===== config.mk =====
export PLATFORM = sky130hd
export DESIGN_NAME = booth_mul
export DESIGN_NICKNAME = d
export VERILOG_FILES = /design/src/rtl/booth_mul.sv
export SDC_FILE = /design/constraint.sdc
export NUM_CORES = 1
export LEC_CHECK = 0
export CORE_MARGIN = 1.5
export CORE_UTILIZATION = 54
export CTS_CLUSTER_DIAMETER = 80
export DETAILED_ROUTE_END_ITERATION = 7
export PLACE_DENSITY = 0.8
export SYNTH_ARGS = -nofsm -noshare
export SYNTH_HDL_FRONTEND = slang
export SYNTH_SLANG_ARGS = --single-unit

===== constraint.sdc =====
create_clock -name clk -period 3.41 [get_ports clk]
set_clock_uncertainty 0.05 [all_clocks]
set_input_delay 0.341 -clock clk [delete_from_list [all_inputs] [get_ports clk]]
set_output_delay 0.341 -clock clk [all_outputs]
set_load 0.05 [all_outputs]

===== src/rtl/booth_mul.sv =====
// Sequential signed radix-2 Booth multiplier, one Booth step per clock, start/done handshake.
// Optional MUL_SAT8_EN adds registered WIDTH-bit saturated product (sat) and overflow flag (ovf).
module booth_mul #(
  parameter int WIDTH = 8
) (
  input  logic                 clk,
  input  logic                 rst,
  input  logic                 start,
  input  logic [WIDTH-1:0]     inbus1,
  input  logic [WIDTH-1:0]     inbus2,
  output logic [2*WIDTH-1:0]   prod,
  output logic                 done
`ifdef MUL_SAT8_EN
  ,
  output logic [WIDTH-1:0]     sat,
  output logic                 ovf
`endif
);

  localparam int CW = $clog2(WIDTH + 1);

  localparam logic [1:0] IDLE = 2'd0;
  localparam logic [1:0] STEP = 2'd1;
  localparam logic [1:0] DONE = 2'd2;

  logic [1:0]           state;
  logic [WIDTH:0]       a;
  logic [WIDTH-1:0]     q;
  logic                 q_1;
  logic [WIDTH:0]       m;
  logic [CW-1:0]        cnt;

  logic [WIDTH:0]       sum;
  logic [WIDTH:0]       a_sh;
  logic [WIDTH-1:0]     q_sh;
  logic [2*WIDTH-1:0]   prod_nx;
  logic                 load;

  assign load = (state != STEP) && start;

  always_comb begin
    sum = a;
    unique case ({q[0], q_1})
      2'b01:   sum = a + m;
      2'b10:   sum = a - m;
      default: sum = a;
    endcase
    // Arithmetic shift of {A,Q,Q_1}; the guard bit keeps A-M exact for M = -2^(WIDTH-1).
    a_sh    = {sum[WIDTH], sum[WIDTH:1]};
    q_sh    = {sum[0], q[WIDTH-1:1]};
    prod_nx = {a_sh[WIDTH-1:0], q_sh};
  end

`ifdef MUL_SAT8_EN
  logic [WIDTH:0]   hi;
  logic             ovf_nx;
  logic [WIDTH-1:0] sat_nx;

  always_comb begin
    hi     = prod_nx[2*WIDTH-1:WIDTH-1];
    ovf_nx = !((hi == '0) || (hi == '1));
    sat_nx = prod_nx[WIDTH-1:0];
    if (ovf_nx)
      sat_nx = prod_nx[2*WIDTH-1] ? {1'b1, {(WIDTH-1){1'b0}}} : {1'b0, {(WIDTH-1){1'b1}}};
  end

  always_ff @(posedge clk or negedge rst) begin
    if (!rst) begin
      sat <= '0;
      ovf <= 1'b0;
    end else if (state == STEP && cnt == CW'(1)) begin
      sat <= sat_nx;
      ovf <= ovf_nx;
    end
  end
`endif

  always_ff @(posedge clk or negedge rst) begin
    if (!rst) begin
      state <= IDLE;
      prod  <= '0;
      done  <= 1'b0;
      a     <= '0;
      q     <= '0;
      q_1   <= 1'b0;
      m     <= '0;
      cnt   <= '0;
    end else if (load) begin
      a     <= '0;
      q     <= inbus1;
      q_1   <= 1'b0;
      m     <= {inbus2[WIDTH-1], inbus2};
      cnt   <= CW'(WIDTH);
      done  <= 1'b0;
      state <= STEP;
    end else if (state == STEP) begin
      a   <= a_sh;
      q   <= q_sh;
      q_1 <= q[0];
      cnt <= cnt - CW'(1);
      if (cnt == CW'(1)) begin
        prod  <= prod_nx;
        done  <= 1'b1;
        state <= DONE;
      end
    end
  end

endmodule


==> metrics.yaml <==
status: "finished clean"
hold_buffers: 0
via_per_inst: 5.56
setup-violations-final: 0
core_mm2: 0.00441
antenna_found_initial: 0
whs_ns: 0.165
io_pins: 36
dpl_worst_slack_ns: 0.625
critical_path_class: "flip-flop to flip-flop"
min_period_ns: 2.79
synth_seq_cells: 47
crit_fanout: 8
drt_iter0_drc: 100
slew_headroom_pct: 31.7
fin_setup_tns_ns: 0
io_buffers: 35
path_clk_slew_ns: 0.08
drtPass1Iterations: 4
place_congestion: 0.792
synth-edff-count: 0
clk_latency_ns: 0.30
cts-root-buf: "clkbuf_8"
fin_nets: 315
area_growth_pct: 20.0
grt_usage_pct: 20.8
fillers: 373
regArea_mm2: 0.00118
die_area_mm2: 0.00505
cts_resized: 0
avgRoutedWirePerCell_um: 13.8
grt_pass1_vias: 1835
hp-class: "primary input to async pin"
clk_path_buf_depth: 2
netlist_area_mm2: 0.00250
grt_max_degree: 48
cap_violations: 0
drc: 0
synth_nets: 278
synth_cell_type_count: 38
start_util_pct: 56.7
dp.final_hpwl_um: 3400
use_met1_pct: 29.6
die_w_um: 71.1
die-height_um: 71.1
synthesis.instances: 246
clock-sinks: 47
grtUsageMet2_pct: 32.0
worst_ep_required_time_ns: 3.59
synth-seq-area-share_pct: 47.0
finalWorstSetupSlack_ns: 0.616
fin_crit_sh_pct: 81.9
synth_flop_cell: "dfrtp_1"
multiInputGateArea_mm2: 0.00124
busiest_layer: "met2"
ant_nets: 0
hold_viol_final: 0
routed_wl_um: 4620
final_cell_mix: "47 x dfrtp_1, 34 x clkdlybuf4s50_1, 28 x o21ai_0, 24 x nand2_1"
placed_area_mm2: 0.00290
tightest_slew_ns: 1.02
cp-start-kind: "flip-flop"
syn_area_per_cell_um2: 10.2
antenna_cells: 0
cts-buffers-inserted: 5
rsz0062_at_grt: "false"
cp-end-kind: "flip-flop"
postCtsSetupBuffers: 0
maxClockFrequency_ghz: 0.358
stdcell_area_mm2: 0.00300
vias: 1861
drive_gt1_share_pct: 12.4
final_max_slew_viol_count: 0
rows: 24
grt_pass1_wl_um: 8340
htree_levels: 2
cts_tree: "done"
use_met3_pct: 3.85
yosys_warnings: 0
grt.overflow.total: 0
final_common_cell: "dfrtp_1"
crit_arrival_ns: 2.98
async_flop_share_pct: 100
metal layers:
metal / wire, µm / part of all wire (%) / up-vias
li1: - / - / 927
met1: 2340 / 51 / 896
met2: 2060 / 45 / 33
met3: 146 / 3.2 / 5
met4: 80 / 1.7 / 0
met5: 0 / 0 / -
synth_stat cells (2+ instances only):
cell      instances  share of area [%]
o21ai_0          28                5.6
clkbuf_1          6               0.90
dfrtp_1          47                 47
xnor2_1           9                3.1
xor2_1            3                1.0
ha_1             12                6.0
or3_1             2               0.50
nand3_1           7                1.4
inv_1            12                1.8
a21o_1            2               0.60
mux2i_1           9                3.6
o31ai_1           2               0.60
nand2b_1          3               0.75
nor3_1            3               0.60
nand2_1          24                3.6
nor2_1           17                2.5
mux2_2           17                7.6
a211oi_1          2               0.60
o21a_1            2               0.60
a21oi_1          17                3.4
nor2b_1           3               0.75
a31oi_1           3               0.75
logic make-up (layout without fill, tap and decap cells):
logic type | Yosys count | count (layout) | synth area share (%)
xor gates and xnor gates | 12 | 12 | 4.20
muxes | 26 | 26 | 11.2
buffers and inverters | 21 | 58 | 3.50
and+or+nand+nor | 64 | 64 | 12.1
DFF | 47 | 47 | 47.0
AOI/OAI and AO/OA | 63 | 63 | 15.2
adders and majority gates | 13 | 13 | 6.80
through the flow:
step           util (%)  cells
2_1_floorplan         -    246
3_3_place_gp       65.7    328
3_5_place_dp       65.7    328
4_1_cts            68.1    335
5_1_grt            68.1    335
6_report           68.1    335
worst paths after layout:
path                                from  slack (ns)  depth (start not counted)       end
min in group clk                prod[14]        0.43                          2  prod[14]
worst max-delay path                 q_1        0.62                         10      a[7]
worst max register to register       q_1        0.62                         10      a[7]
max in group asynchronous            rst        2.51                          1      a[5]
worst min register to register  prod[14]        0.43                          2  prod[14]
worst min-delay path                 rst        0.17                          1   prod[3]
flip-flops by register name, indices dropped and copies added, names as in the netlist:
name / count
a: 8
m: 8
state: 2
cnt: 4
prod: 16
q_1: 1
q: 8
worst max-delay path: stages (launching register included):
cell and delay [ns]:
dfrtp_1 0.36, inv_1 0.07, ha_1 0.33, mux2_2 0.40
fa_1 0.42, nand2b_1 0.19, a211oi_2 0.24, o21a_1 0.18
o21bai_2 0.09, or3_1 0.33, o21ai_2 0.06
final cells by class:
class | instances | area share (%)
inverter | 12 | 1.50
clock inverter | 1 | 1.00
tap | 52 | 2.17
multi-input combinational | 178 | 41.3
clock buffer | 6 | 2.42
sequential | 47 | 39.2
timing repair buffer | 39 | 12.5
Power is not shown: default switching activity piles up to over one toggle a cycle in this logic, so the estimate is an artifact.
